==> src/rtl/jesd204b_pkg.sv <==
// Shared constants for the JESD204B scrambler family: polynomial taps,
// default seed and octet width.
package jesd204b_pkg;

    localparam int TAP_A   = 14;
    localparam int TAP_B   = 15;
    localparam int STATE_W = 15;
    localparam int OCTET_W = 8;

    localparam logic [STATE_W-1:0] DEFAULT_SEED = 15'h7F80;

    typedef enum logic {
        MODE_SCRAMBLE   = 1'b0,
        MODE_DESCRAMBLE = 1'b1
    } scr_mode_e;

endpackage

==> src/rtl/jesd204b_scr_lane.sv <==
// One lane of the 1+x^14+x^15 self-synchronous scrambler, W bits per clock.
// Descramble datapath present only when JESD_SCR_DESCRAMBLE_EN is defined.
module jesd204b_scr_lane
    import jesd204b_pkg::*;
#(
    parameter int                 W    = 32,
    parameter logic [STATE_W-1:0] SEED = DEFAULT_SEED
) (
    input  logic         clk,
    input  logic         reset,
    input  logic         load_seed,
    input  logic         in_valid,
    input  logic         scr_en,
    input  logic         mode,
    input  logic [W-1:0] din,
    output logic [W-1:0] dout
);

    logic [STATE_W-1:0]   state_reg;
    logic [STATE_W-1:0]   state_next;
    logic [STATE_W-1:0]   state_eff;
    logic [STATE_W-1:0]   proc_state;
    logic [W-1:0]         scr_data;
    logic [W-1:0]         proc_data;
    logic [STATE_W+W-1:0] ext_scr;

    // A reload in the same beat makes that beat start from SEED.
    assign state_eff = load_seed ? SEED : state_reg;

    // Time-ordered bit history: [STATE_W-1:0] is the stored state (oldest at 0),
    // entry STATE_W+i is the scrambled bit of the i-th bit in time (din[W-1-i]).
    // Each new bit feeds later ones, so this chain lives in one process.
    always_comb begin
        ext_scr = '0;
        ext_scr[STATE_W-1:0] = state_eff;
        for (int i = 0; i < W; i++) begin
            ext_scr[STATE_W+i] = din[W-1-i] ^ ext_scr[STATE_W+i-TAP_A]
                                            ^ ext_scr[STATE_W+i-TAP_B];
        end
    end

    generate
        for (genvar gi = 0; gi < W; gi++) begin : g_scr_bit
            assign scr_data[W-1-gi] = ext_scr[STATE_W+gi];
        end
    endgenerate

`ifdef JESD_SCR_DESCRAMBLE_EN
    logic [STATE_W+W-1:0] ext_rx;
    logic [W-1:0]         desc_data;

    assign ext_rx[STATE_W-1:0] = state_eff;

    generate
        for (genvar gi = 0; gi < W; gi++) begin : g_desc_bit
            assign ext_rx[STATE_W+gi] = din[W-1-gi];
            assign desc_data[W-1-gi]  = din[W-1-gi] ^ ext_rx[STATE_W+gi-TAP_A]
                                                    ^ ext_rx[STATE_W+gi-TAP_B];
        end
    endgenerate

    assign proc_data  = (mode == MODE_DESCRAMBLE) ? desc_data : scr_data;
    assign proc_state = (mode == MODE_DESCRAMBLE) ? ext_rx[W +: STATE_W]
                                                  : ext_scr[W +: STATE_W];
`else
    logic unused_mode;
    assign unused_mode = mode;
    assign proc_data   = scr_data;
    assign proc_state  = ext_scr[W +: STATE_W];
`endif

    assign dout = scr_en ? proc_data : din;

    // Bypass beats leave the state alone, apart from any requested reload.
    always_comb begin
        state_next = state_reg;
        if (in_valid && scr_en) begin
            state_next = proc_state;
        end else if (load_seed) begin
            state_next = SEED;
        end
    end

    always_ff @(posedge clk or posedge reset) begin
        if (reset) begin
            state_reg <= SEED;
        end else begin
            state_reg <= state_next;
        end
    end

endmodule

==> src/rtl/jesd204b_scrambler_mlane.sv <==
// Multi-lane JESD204B scrambler/descrambler, one cycle latency.
// Define JESD_SCR_DESCRAMBLE_EN to enable the descramble datapath (mode=1).
module jesd204b_scrambler_mlane
    import jesd204b_pkg::*;
#(
    parameter int                 LANES  = 4,
    parameter int                 OCTETS = 4,
    parameter logic [STATE_W-1:0] SEED   = DEFAULT_SEED
) (
    input  logic                          clk,
    input  logic                          reset,
    input  logic                          sync_rst,
    input  logic                          scr_en,
    input  logic                          mode,
    input  logic                          in_valid,
    input  logic [LANES*OCTETS*OCTET_W-1:0] in_data,
    output logic                          out_valid,
    output logic [LANES*OCTETS*OCTET_W-1:0] out_data
);

    localparam int W  = OCTETS * OCTET_W;
    localparam int DW = LANES * W;

    logic [DW-1:0] lane_dout;
    logic [DW-1:0] out_data_reg;
    logic [DW-1:0] out_data_next;
    logic          out_valid_reg;

    generate
        for (genvar gi = 0; gi < LANES; gi++) begin : g_lane
            jesd204b_scr_lane #(
                .W    (W),
                .SEED (SEED)
            ) u_lane (
                .clk       (clk),
                .reset     (reset),
                .load_seed (sync_rst),
                .in_valid  (in_valid),
                .scr_en    (scr_en),
                .mode      (mode),
                .din       (in_data[gi*W +: W]),
                .dout      (lane_dout[gi*W +: W])
            );
        end
    endgenerate

    // Output word only moves on valid beats so it holds across gaps.
    assign out_data_next = in_valid ? lane_dout : out_data_reg;

    always_ff @(posedge clk or posedge reset) begin
        if (reset) begin
            out_valid_reg <= 1'b0;
            out_data_reg  <= '0;
        end else begin
            out_valid_reg <= in_valid;
            out_data_reg  <= out_data_next;
        end
    end

    assign out_valid = out_valid_reg;
    assign out_data  = out_data_reg;

endmodule
==> config.mk <==
export PLATFORM = sky130hd
export DESIGN_NAME = jesd204b_scrambler_mlane
export DESIGN_NICKNAME = d
export VERILOG_FILES = /design/src/rtl/jesd204b_pkg.sv /design/src/rtl/jesd204b_scr_lane.sv /design/src/rtl/jesd204b_scrambler_mlane.sv
export SDC_FILE = /design/constraint.sdc
export NUM_CORES = 1
export LEC_CHECK = 0
export CAP_MARGIN = 10
export CORE_ASPECT_RATIO = 1.4
export CORE_MARGIN = 5
export CORE_UTILIZATION = 30
export DETAILED_ROUTE_END_ITERATION = 8
export GPL_ROUTABILITY_DRIVEN = 0
export HOLD_SLACK_MARGIN = 0.05
export PLACE_DENSITY_LB_ADDON = 0.08
export SYNTH_ARGS = -nofsm -noshare
export SYNTH_HDL_FRONTEND = slang
export SYNTH_HIERARCHICAL = 1
export SYNTH_SLANG_ARGS = --single-unit
==> constraint.sdc <==
create_clock -name clk -period 4.2 [get_ports clk]
set_input_delay 0.84 -clock clk [delete_from_list [all_inputs] [get_ports clk]]
set_output_delay 0.84 -clock clk [all_outputs]
set_load 0.02 [all_outputs]
Yosys cells after proc, flatten, opt, wreduce, memory -nomap -nowiden
Index checks and enable logic that the tools add are counted.
Widths: inputs -> output; s select.

operators by class
  multiplexer cells = 12
  reductions and logical operators = 1
  bitwise logic cells = 256

operators by type and width
  kind               number
  $xor 1x1->1        256
  $mux 32            4
  $mux 15            8
  $logic_and 1x1->1  1

storage, ports and cells
  bits in registers = 189
  word-level logic and storage cells = 275

Depth between registers and ports, before layout
  depth in word-level cells = 8
  gate-level depth with buffers = 7

Cells and area by module
Netlist, hierarchy kept.

by module, submodules not included
  module                    cells an instance  area an instance (um^2)  seq. area each (um^2)  times used
  jesd204b_scr_lane         239                1923.1                   385.4                  4
  jesd204b_scrambler_mlane  272                4850.9                   3228.1                 1

Worst setup path after synthesis
OpenSTA, ideal clock, no wires.

  kind = input -> register
  from = input port sync_rst
  to = register out_data_reg[110], in the netlist out_data[110]
  arrival = 2095 ps
  library setup time = 125 ps
  cell stages on the path = 6
  path slack = 1981 ps
  cell sequence = buf_2 -> or3_1 -> and2_1 -> xnor2_1 -> mux2i_1 -> mux2_2

between the ends
  cells in the longest elaborated chain, start to end = 6
  elaborated cells between the ends (all ways) = 8
  classes of those cells = mux (2); bitwise (6)

ends and longest elaborated chain
  item                  line                            text
  from (decl)           jesd204b_scrambler_mlane.sv:12  input logic sync_rst,
  $mux 15 (*)           n/a
  $xor 1x1->1           jesd204b_scr_lane.sv:37         ext_scr[STATE_W+i] = din[W-1-i] ^ ext_scr[STATE_W+i-TAP_A]
  $xor 1x1->1           jesd204b_scr_lane.sv:38         ^ ext_scr[STATE_W+i-TAP_B];
  $xor 1x1->1           jesd204b_scr_lane.sv:37
  $xor 1x1->1 (*)       jesd204b_scr_lane.sv:38
  $mux 32 (*)           jesd204b_scr_lane.sv:72         assign dout = scr_en ? proc_data : din;
  net lane_dout[110]    jesd204b_scrambler_mlane.sv:24  logic [DW-1:0] lane_dout;
  to (signal assigned)  jesd204b_scrambler_mlane.sv:56  out_data_reg <= out_data_next;
  to (decl)             jesd204b_scrambler_mlane.sv:25  logic [DW-1:0] out_data_reg;

Mark *: on every way through the listed nets, which the timed path passes. The rest lies on a longest branch.
A chain may end at the register's enable or synchronous reset.

Worst setup path after layout
  from = input port sync_rst
  to = register out_data_reg[66], in the netlist out_data[66]

between the ends
  cells in the longest elaborated chain, start to end = 8
  elaborated cells between the ends (all ways) = 12
  classes of those cells = mux (2); bitwise (10)

ends and longest elaborated chain
  item               line
  $mux 15 (*)        n/a
  $xor 1x1->1        jesd204b_scr_lane.sv:37
  $xor 1x1->1        jesd204b_scr_lane.sv:38
  $xor 1x1->1        jesd204b_scr_lane.sv:37
  $xor 1x1->1        jesd204b_scr_lane.sv:38
  $xor 1x1->1        jesd204b_scr_lane.sv:37
  $xor 1x1->1 (*)    jesd204b_scr_lane.sv:38
  $mux 32 (*)        jesd204b_scr_lane.sv:72
  net lane_dout[66]  jesd204b_scrambler_mlane.sv:24

Marked as above.

==> results.cfg <==
[final_layout]
final_common_cell = xnor2_1
layout-drive-gt1-share_pct = 15.49
mostFrequentLayoutCells = xnor2_1, clkdlybuf4s50_1, dfrtp_1
fin_cells = 1995
largest_reg_flops = 128
areaGrowthSynthToFinish_pct = 28.74
final_nets = 1575
fillers = 4219

[global_routing]
grt_pass1_wl_um = 53410
grt_pass1_vias = 9483
antenna_found_initial = 3
grt_usage_pct = 14.72
grt_overflow = 0
grt_max_degree = 81

[sta]
relSlewSlack_pct = 36.31
setup_viol = 0
post-route-min-period_ns = 2.771
period_share_pct = 65.98
finalSetupTns_ns = 0
maxSlewViolCount = 0
tightest_slew_ns = 0.9534
rsz0062_at_grt = false
hold_violations = 0
timing.fmax_ghz = 0.3609
holdWs_ns = 0.5057
skew_ns = 0.01393

[floorplanning]
die_w_um = 182.8
die_h_um = 251.9
rows = 88
dieArea_mm2 = 0.04606
start_util_pct = 30.38
io-pin-count = 263
core_mm2 = 0.04129

[critical_path]
start_kind = input port
endpoint_kind = register
r2r_start = g_lane[3].u_lane/state_reg[1]$_DFF_PP0_
critPathMaxFanout = 80
crit_path_start = sync_rst
critPathRequiredTime_ns = 4.54
cp_data_arrival_time_ns = 3.11
worstSetupPathType = input port to register

[place]
place_inst = 1962
dpl.hpwl_um = 25380
port_buffers = 261

[yosys]
yosys.area_share.xor_xnor_pct = 29.97
synth_simple_gate_area_share_pct = 8.978
synthAdderAreaFrac_pct = 0
synth.area.mux_share_pct = 13.25
async_flop_share_pct = 100.0
syn_inst = 1228
synth_top_family_by_area = XOR/XNOR gates
ys_seq_area_share_pct = 38.02
synth_flop_cell = dfrtp_1
syn-num-nets = 1362
syn_area_mm2 = 0.01254
synth_warnings = 6
synth-edff-count = 0
synth.ff_latch_count = 189
synth.avg_cell_area_um2 = 10.21
synthDistinctLibCells = 31
synth_compound_area_share_pct = 5.506

[clock_tree]
cts.path.max_buffers = 2
cts_setup_buffers = 0
cts_made_buffers = 17
clkSlewWorstSetupHoldPaths_ns = 0.08
clkLatencyLatePin_ns = 0.45
cts_root_buf = clkbuf_16
cts.repair.resized = 0
hold_buffers = 0
cts.htree.levels = 4
numClockSinks = 189
cts_tree = yes

[route]
drt_wl_total_um = 33740
vias_per_cell = 4.489
wl_per_cell_um = 16.91
drtIter0Drc = 327
vias = 8956
drt-pass1-iter-count = 5
route.detailed.drc = 0
ant_nets = 0

[pwr]
pwr_density_cell_mw_per_mm2 = 472.4
ir_drop_mv = 0.2327
leakage_nw = 6.144

[job]
maxCapViolations = 0

[worst_hold_path]
hold_path_startpoint = out_data[62]$_DFFE_PP0P_
hold_path.class = register to register

[run_status]
status = finished, final reports clean
==> cell type report <==
cell class,count,area (um^2),area share [%]
multi-input cells,932,7237,44.82
inverters,21,82.58,0.5114
clock inverters,12,158.9,0.9840
repair buffers,280,2776,17.19
clock buffers,19,442.9,2.743
diodes,2,5.005,0.03099
flip-flops and latches,189,4770,29.54
well taps,540,675.6,4.184
==> worst paths after layout <==
kind	to	slack, ns	cells after the start
max reg2reg	out_data[99]$_DFFE_PP0P_	2.07	6
min	out_data[62]$_DFFE_PP0P_	0.51	1
max in group asynchronous	out_data[14]$_DFFE_PP0P_	2.10	3
max	out_data[66]$_DFFE_PP0P_	1.43	7
min in group asynchronous	g_lane[2].u_lane/state_reg[1]$_DFF_PP0_	1.19	2
min reg2reg	out_data[62]$_DFFE_PP0P_	0.51	1
==> where the power goes <==
| part | switching (mW) | internal [mW] | total (mW) |
|---|---|---|---|
| logic | 1.54 | 1.73 | 3.27 |
| clock network | 0.779 | 0.959 | 1.74 |
| registers | 0.349 | 2.28 | 2.62 |
| total | 2.66 | 4.96 | 7.63 |
==> Yosys cell counts, types with 6 or more instances <==
master    number  area, um^2
a211oi_1       8       60.06
a21oi_1       20       100.1
and2_1         8       50.05
buf_1          8       30.03
buf_2          8       40.04
buf_6          6       67.56
clkbuf_1      56       210.2
clkbuf_8       8       110.1
dfrtp_1      157        3929
dfstp_2       32       840.8
inv_1         21       78.83
mux2_2       128        1441
mux2i_1       16       160.2
nand2_1       92       345.3
nand2b_1      12       75.07
nand3_1       32       160.2
nor2_1        60       225.2
nor2b_1       12       75.07
nor3_1        24       120.1
o211a_1        8       80.08
o21ai_0       16       80.08
o21ai_1       60       300.3
or3_1         12       75.07
xnor2_1      328        2873
xor2_1        72       630.6
==> logic make-up after synthesis <==
logic type             count (synthesis)
XOR/XNOR                             412
AND/OR/NAND/NOR                      252
flip-flops                           189
multiplexers                         148
AO/OA/AOI/OAI                        120
buffers and inverters                107
==> metrics by stage <==
stage                     util, %  setup WS [ns]  power, mW  instance area, um^2
after floorplan                 -          1.765      4.752                12550
after global placement      37.64         0.9624      5.974                15540
after detailed placement    37.64         0.9526      5.987                15540
after CTS                   39.10          1.449      7.804                16140
after global routing        39.11          1.246      8.128                16150
final                       39.11          1.429      7.628                16150
==> routing by layer <==
layer	up-vias	part of all wire, %	GRT usage [%]
li1	4428	-	-
met3	26	5.8	4.254
met2	172	51	25.66
met1	4328	42	17.58
met5	-	0.039	0
met4	2	1.5	4.429
==> critical path, stage by stage <==
cell	delay, ns
buf_4	0.63
inv_1	0.34
a21boi_1	0.44
nor2_1	0.12
xnor2_1	0.28
mux2i_1	0.12
mux2_2	0.27
(Power assumes the default switching activity.)
